===== config.mk =====
export PLATFORM = sky130hd
export DESIGN_NAME = wb_sysram_slave
export DESIGN_NICKNAME = d
export VERILOG_FILES = /design/src/rtl/wb_sysram_pkg.sv /design/src/rtl/wb_sysram_array.sv /design/src/rtl/wb_sysram_slave.sv
export SDC_FILE = /design/constraint.sdc
export NUM_CORES = 1
export LEC_CHECK = 0
export ABC_AREA = 0
export CAP_MARGIN = 10
export CELL_PAD_IN_SITES_DETAIL_PLACEMENT = 0
export CELL_PAD_IN_SITES_GLOBAL_PLACEMENT = 2
export CORE_UTILIZATION = 40
export CTS_CLUSTER_DIAMETER = 80
export CTS_CLUSTER_SIZE = 30
export DETAILED_ROUTE_END_ITERATION = 6
export PLACE_DENSITY = 0.66
export SLEW_MARGIN = 20
export SYNTH_ARGS = -nofsm -noshare
export SYNTH_HDL_FRONTEND = slang
export SYNTH_SLANG_ARGS = --single-unit

===== constraint.sdc =====
create_clock -name wb_clk_i -period 8.3 [get_ports wb_clk_i]
set_input_delay 2.49 -clock wb_clk_i [delete_from_list [all_inputs] [get_ports wb_clk_i]]
set_output_delay 2.49 -clock wb_clk_i [all_outputs]
set_load 0.005 [all_outputs]

===== src/rtl/wb_sysram_pkg.sv =====
// rtl/wb_sysram_pkg.sv - shared state encodings, window constants and lane helper for the system RAM slave
package wb_sysram_pkg;

  typedef enum logic [2:0] {
    ST_IDLE = 3'd0,
    ST_WAIT = 3'd1,
    ST_ACK  = 3'd2,
    ST_HOLD = 3'd3,
    ST_WIPE = 3'd4
  } state_t;

  localparam logic [15:0] SYSRAM_BASE = 16'o177600;
  localparam logic [15:0] SYSRAM_MASK = 16'o177700;

  // Zero every byte lane whose select bit is clear.
  function automatic logic [15:0] lane_mask(input logic [15:0] data, input logic [1:0] sel);
    return {sel[1] ? data[15:8] : 8'h00, sel[0] ? data[7:0] : 8'h00};
  endfunction

endpackage


===== src/rtl/wb_sysram_array.sv =====
// rtl/wb_sysram_array.sv - 2**ADR_W x 16 storage with per-lane write enable and async read
module wb_sysram_array #(
  parameter int unsigned ADR_W = 5
) (
  input  logic             clk,
  input  logic [1:0]       wr_en,
  input  logic [ADR_W-1:0] wr_adr,
  input  logic [15:0]      wr_dat,
  input  logic [ADR_W-1:0] rd_adr,
  output logic [15:0]      rd_dat
);

  logic [15:0] mem [2**ADR_W];

  always_ff @(posedge clk) begin
    if (wr_en[0]) mem[wr_adr][7:0]  <= wr_dat[7:0];
    if (wr_en[1]) mem[wr_adr][15:8] <= wr_dat[15:8];
  end

  assign rd_dat = mem[rd_adr];

endmodule


===== src/rtl/wb_sysram_slave.sv =====
// rtl/wb_sysram_slave.sv - Wishbone system RAM responder with wait states, abort on CYC drop and INIT wipe
module wb_sysram_slave
  import wb_sysram_pkg::*;
#(
  parameter int unsigned WAIT_CYC = 1,
  parameter int unsigned ADR_W    = 5,
  parameter logic [15:0] CLR_VAL  = 16'o000000
) (
  input  logic        wb_clk_i,
  input  logic        wb_rst_n,
  input  logic [15:0] wb_adr_i,
  input  logic [15:0] wb_dat_i,
  output logic [15:0] wb_dat_o,
  input  logic        wb_cyc_i,
  input  logic        wb_stb_i,
  input  logic        wb_we_i,
  input  logic [1:0]  wb_sel_i,
  output logic        wb_ack_o,
  input  logic        init_i,
  output logic        busy_o
);

  localparam bit               ZERO_WAIT = (WAIT_CYC == 0);
  localparam logic [2:0]       CNT_INIT  = (WAIT_CYC == 0) ? 3'd0 : 3'(WAIT_CYC - 1);
  localparam logic [ADR_W-1:0] PTR_LAST  = '1;

  state_t           state;
  logic [2:0]       cnt;
  logic [ADR_W-1:0] ptr;
  logic             init_q;
  logic             pend;
  logic [ADR_W-1:0] lat_adr;
  logic             lat_we;
  logic [1:0]       lat_sel;
  logic [15:0]      lat_dat;

  logic             req;
  logic             init_edge;
  logic             start;
  logic             go_ack;
  logic             in_idle;
  logic [ADR_W-1:0] acc_adr;
  logic             acc_we;
  logic [1:0]       acc_sel;
  logic [15:0]      acc_dat;
  logic [1:0]       wr_en;
  logic [ADR_W-1:0] wr_adr;
  logic [15:0]      wr_dat;
  logic [15:0]      rd_dat;
  logic [15:0]      rd_masked;
  logic             unused_in_window;

  assign req       = wb_cyc_i & wb_stb_i;
  assign init_edge = init_i & ~init_q;
  assign in_idle   = (state == ST_IDLE);
  assign start     = in_idle & req & ~init_edge & ~pend;
  assign go_ack    = (start & ZERO_WAIT) | ((state == ST_WAIT) & wb_cyc_i & (cnt == 3'd0));

  // A zero-wait access commits from IDLE before the latches are loaded, so use the live bus there.
  assign acc_adr = in_idle ? wb_adr_i[ADR_W:1] : lat_adr;
  assign acc_we  = in_idle ? wb_we_i  : lat_we;
  assign acc_sel = in_idle ? wb_sel_i : lat_sel;
  assign acc_dat = in_idle ? wb_dat_i : lat_dat;

  always_comb begin
    wr_en  = 2'b00;
    wr_adr = acc_adr;
    wr_dat = acc_dat;
    if (state == ST_WIPE) begin
      wr_en  = 2'b11;
      wr_adr = ptr;
      wr_dat = CLR_VAL;
    end else if (go_ack && acc_we) begin
      wr_en = acc_sel;
    end
  end

  assign rd_masked = lane_mask(rd_dat, acc_sel);

  // Window decode is done upstream; the check is kept only for reference.
  assign unused_in_window = ((wb_adr_i & SYSRAM_MASK) == SYSRAM_BASE) ^ wb_adr_i[0];

  wb_sysram_array #(.ADR_W(ADR_W)) u_array (
    .clk    (wb_clk_i),
    .wr_en  (wr_en),
    .wr_adr (wr_adr),
    .wr_dat (wr_dat),
    .rd_adr (acc_adr),
    .rd_dat (rd_dat)
  );

  always_ff @(posedge wb_clk_i or negedge wb_rst_n) begin
    if (!wb_rst_n) begin
      state    <= ST_IDLE;
      cnt      <= 3'd0;
      ptr      <= '0;
      init_q   <= 1'b0;
      pend     <= 1'b0;
      lat_adr  <= '0;
      lat_we   <= 1'b0;
      lat_sel  <= 2'b00;
      lat_dat  <= 16'h0000;
      wb_ack_o <= 1'b0;
      wb_dat_o <= 16'h0000;
      busy_o   <= 1'b0;
    end else begin
      init_q   <= init_i;
      wb_ack_o <= 1'b0;
      wb_dat_o <= 16'h0000;
      if (init_edge && (state == ST_WAIT || state == ST_ACK || state == ST_HOLD))
        pend <= 1'b1;

      case (state)
        ST_IDLE: begin
          if (init_edge || pend) begin
            state  <= ST_WIPE;
            ptr    <= '0;
            busy_o <= 1'b1;
            pend   <= 1'b0;
          end else if (req) begin
            lat_adr <= wb_adr_i[ADR_W:1];
            lat_we  <= wb_we_i;
            lat_sel <= wb_sel_i;
            lat_dat <= wb_dat_i;
            if (ZERO_WAIT) begin
              state    <= ST_ACK;
              wb_ack_o <= 1'b1;
              wb_dat_o <= acc_we ? 16'h0000 : rd_masked;
            end else begin
              state <= ST_WAIT;
              cnt   <= CNT_INIT;
            end
          end
        end
        ST_WAIT: begin
          if (!wb_cyc_i) begin
            state <= ST_IDLE;
          end else if (cnt == 3'd0) begin
            state    <= ST_ACK;
            wb_ack_o <= 1'b1;
            wb_dat_o <= acc_we ? 16'h0000 : rd_masked;
          end else begin
            cnt <= cnt - 3'd1;
          end
        end
        ST_ACK: begin
          state <= ST_HOLD;
        end
        ST_HOLD: begin
          if (!wb_stb_i || !wb_cyc_i) state <= ST_IDLE;
        end
        ST_WIPE: begin
          if (init_edge) begin
            ptr <= '0;
          end else if (ptr == PTR_LAST) begin
            state  <= ST_IDLE;
            busy_o <= 1'b0;
          end else begin
            ptr <= ptr + 1'b1;
          end
        end
        default: state <= ST_IDLE;
      endcase
    end
  end

endmodule


==> impl_metrics.py <==
metrics = {
    "final_layout": {
        "antenna_cells": 0,
        "n_fill_cell": 5453,
        "final_nets": 1672,
        "layout.cells.non_filler": 2489,
        "drive_above_1_share_pct": 16.6,
        "post-route-cell-area_sq_um": 27700,
        "areaGrowthSynthToFinish_pct": 10.0,
    },
    "global_route": {
        "grt.total_usage_pct": 21.7,
        "grt_pass1_vias": 14500,
        "antenna_found_initial": 1,
        "gr-total-overflow": 0,
        "grt_max_degree": 67,
        "grt_pass1_wl_microns": 100000,
    },
    "critical_path": {
        "worstPathMaxFanout": 8,
        "worstPathCellList": "clkdlybuf4s50_1 > nor4bb_1 > and2_0 > a21boi_0 > a21o_1 > nand2_1 > nor2_1",
        "crit_buf_inv": 1,
        "startpoint_type": "primary input",
        "cp_top_family": "simple AND/OR/NAND/NOR gates",
        "cp_slowest_cell": "nor2_1",
        "cp-end-kind": "flop",
        "critPathArrivalTime_ps": 5880,
        "required_ps": 8510,
        "path_class": "primary input to flop",
        "critPathMaxStageDelay_ps": 870,
    },
    "synth": {
        "synth-edff-count": 512,
        "yosys_warnings": 0,
        "synth_top_area_share_pct": 61.0,
        "synth_area_sq_um": 25200,
        "ys_seq_area_share_pct": 66.5,
        "synth_area_per_cell_sq_um": 15.6,
        "async_flop_share_pct": 9.70,
        "syn-num-nets": 1662,
        "yosysTopAreaCell": "edfxtp_1",
        "synth_cell_types": 72,
        "postSynthCellCount": 1618,
        "synth-main-ff-cell": "edfxtp_1",
        "synth.area.top_cells": "edfxtp_1 61%, mux4_2 10%, dfrtp_1 5.5%, mux2i_1 4.6%, nand2_1 2.6%",
        "ys_ff_latch": 567,
    },
    "cts": {
        "cts_num_sinks": 567,
        "htreeDepth": 2,
        "clk_pin_slew_ps": 90,
        "clk_latency_ps": 590,
        "cts_tree": "built",
        "root_buffer": "clkbuf_16",
        "post_cts.repair.setup_buffers": 0,
        "clock_path_buffers": 3,
        "cts_hold_buf": 0,
        "cts_buffers": 34,
        "cts_resized": 0,
    },
    "die": {
        "ios": 58,
        "die_w_microns": 253,
        "fp.dieH_microns": 253,
        "start_util_pct": 40.7,
        "num_rows": 91,
        "core_sq_um": 61900,
        "dieArea_sq_um": 64000,
    },
    "routing": {
        "wire_per_inst_microns": 27.4,
        "vias": 14600,
        "ant_nets": 0,
        "viasPerCell": 5.87,
        "drtIter0Drc": 1418,
        "dr.pass1.iters": 5,
        "drt_wl_total_microns": 68300,
        "drc": 0,
    },
    "place": {
        "place_congestion": 0.821,
        "place_inst": 2429,
        "portBuffers": 46,
        "dpl.hpwl_microns": 44300,
        "placed_cell_area_sq_um": 26500,
    },
    "flow_run": {
        "cap_violations": 0,
    },
    "sta": {
        "hold_viol": 0,
        "worst_slew_pin_slew_ps": 1140,
        "finalCritPeriodShare_pct": 68.3,
        "setup-tns-final_ps": 0,
        "layout_min_cycle_time_ps": 5670,
        "clock_skew_ps": 25.4,
        "setup_viol": 0,
        "drv_slew": 0,
        "rsz0062_at_grt": "no",
        "relSlewSlack_pct": 23.4,
        "max_freq_ghz": 0.176,
    },
    "power": {
        "power_density_nw_per_um2": 327,
        "vdd_drop_max_mv": 0.234,
        "p_leak_nw": 9.21,
    },
    "run_status": {
        "status": "complete, no violations",
    },
    "min_path": {
        "hp-class": "flop to flop",
    },
}
==> through the flow <==
stage	util, %	hold WS [ps]	power, mW	worst slack [ps]
after floorplan	-	450	6.03	3240
after CTS	44.7	494	9.13	2670
after global placement	42.9	472	7.20	2120
after detailed placement	42.9	472	7.23	2060
final	44.8	487	9.06	2630
after global routing	44.8	520	9.46	2450
==> power breakdown <==
group	leakage (nW)	switching (mW)	internal [mW]
logic	3.24	2.17	1.08
registers	5.41	0.184	3.72
clock network	0.556	1.03	0.882
==> cell usage after synthesis, types with 3 or more instances <==
cell type	count
a2111oi_0	5
a211o_1	9
a211oi_1	13
a21o_1	13
a21oi_1	64
a221o_1	12
a221oi_1	8
a22o_1	23
a22oi_1	9
a31oi_1	13
a32o_1	4
and2_1	8
and3_1	5
buf_1	13
buf_2	39
buf_4	5
clkbuf_1	44
dfrtp_1	55
edfxtp_1	512
ha_1	4
inv_1	9
mux2_2	40
mux2i_1	116
mux4_2	115
nand2_1	175
nand2b_1	5
nand3_1	34
nor2_1	88
nor2b_1	4
nor3_1	6
nor4_1	3
nor4b_1	4
o2111ai_1	5
o211a_1	4
o211ai_1	11
o21ai_0	52
o22ai_1	22
o31a_1	3
o31ai_1	6
or2_1	3
or3_1	5
or4_1	13
==> final timing paths <==
path                               start             endpoint  slack (ps)  cells past startpoint
worst max-delay path            wb_cyc_i  u_array.mem[17][12]        2630                      7
worst min-delay path              cnt[2]               cnt[2]         490                      2
worst max register to register  state[1]   u_array.mem[4][13]        3830                      7
min in group asynchronous       wb_rst_n           lat_adr[1]        2040                      1
max in group asynchronous       wb_rst_n           lat_adr[0]        5550                      1
worst min register to register    cnt[2]               cnt[2]         490                      2
==> cells in the final DEF, fill, tap and decap left out, types with 11 or more instances in the layout <==
cell	instances
a211oi_1	13
a21o_1	13
a21oi_1	64
a221o_1	12
a22o_1	16
a31oi_1	13
buf_4	32
clkbuf_16	35
clkdlybuf4s50_1	43
dfrtp_1	54
edfxtp_1	512
mux2_2	40
mux2i_1	116
mux4_2	115
nand2_1	175
nand3_1	34
nor2_1	85
o211ai_1	11
o21ai_0	52
o22ai_1	22
or4_1	13
==> cell families (layout without fill, tap and decap cells) <==
group	count (synthesis)	count (layout)	share of synthesized area (%)
fa+ha+maj	4	4	0.199
simple gates	367	367	6.55
flops	567	567	66.5
compound gates	295	295	8.04
mux	272	272	16.7
buf+inv	113	147	2.02
==> worst min-delay path: stages, from the launching register on <==
cell	delay, ps
dfrtp_1	350
nand2_1	40
o21ai_0	60
==> cell type report <==
cell class                      instances  area (sq um)  area share [%]
Tap cell                              837          1050            3.78
Clock buffer                           36           880            3.17
Clock inverter                         24           285            1.03
Inverter                                9          33.8           0.122
Timing Repair Buffer                   78           707            2.55
Sequential cell                       567         16800            60.4
Multi-Input combinational cell        938          8020            28.9
==> metal layers <==
layer | GRT usage [%] | share of wire [%]
met1 | 32.0 | 46
met2 | 33.3 | 46
met3 | 4.35 | 6.9
met4 | 4.21 | 1.4
met5 | 0 | 0.013
==> state kept, by name (all words and copies together) (netlist names), 2 cells and up <==
name,count
wb_dat_o,16
ptr,5
lat_adr,5
u_array.mem,512
lat_sel,2
lat_dat,16
cnt,3
state,3
(Power assumes the default switching activity.)
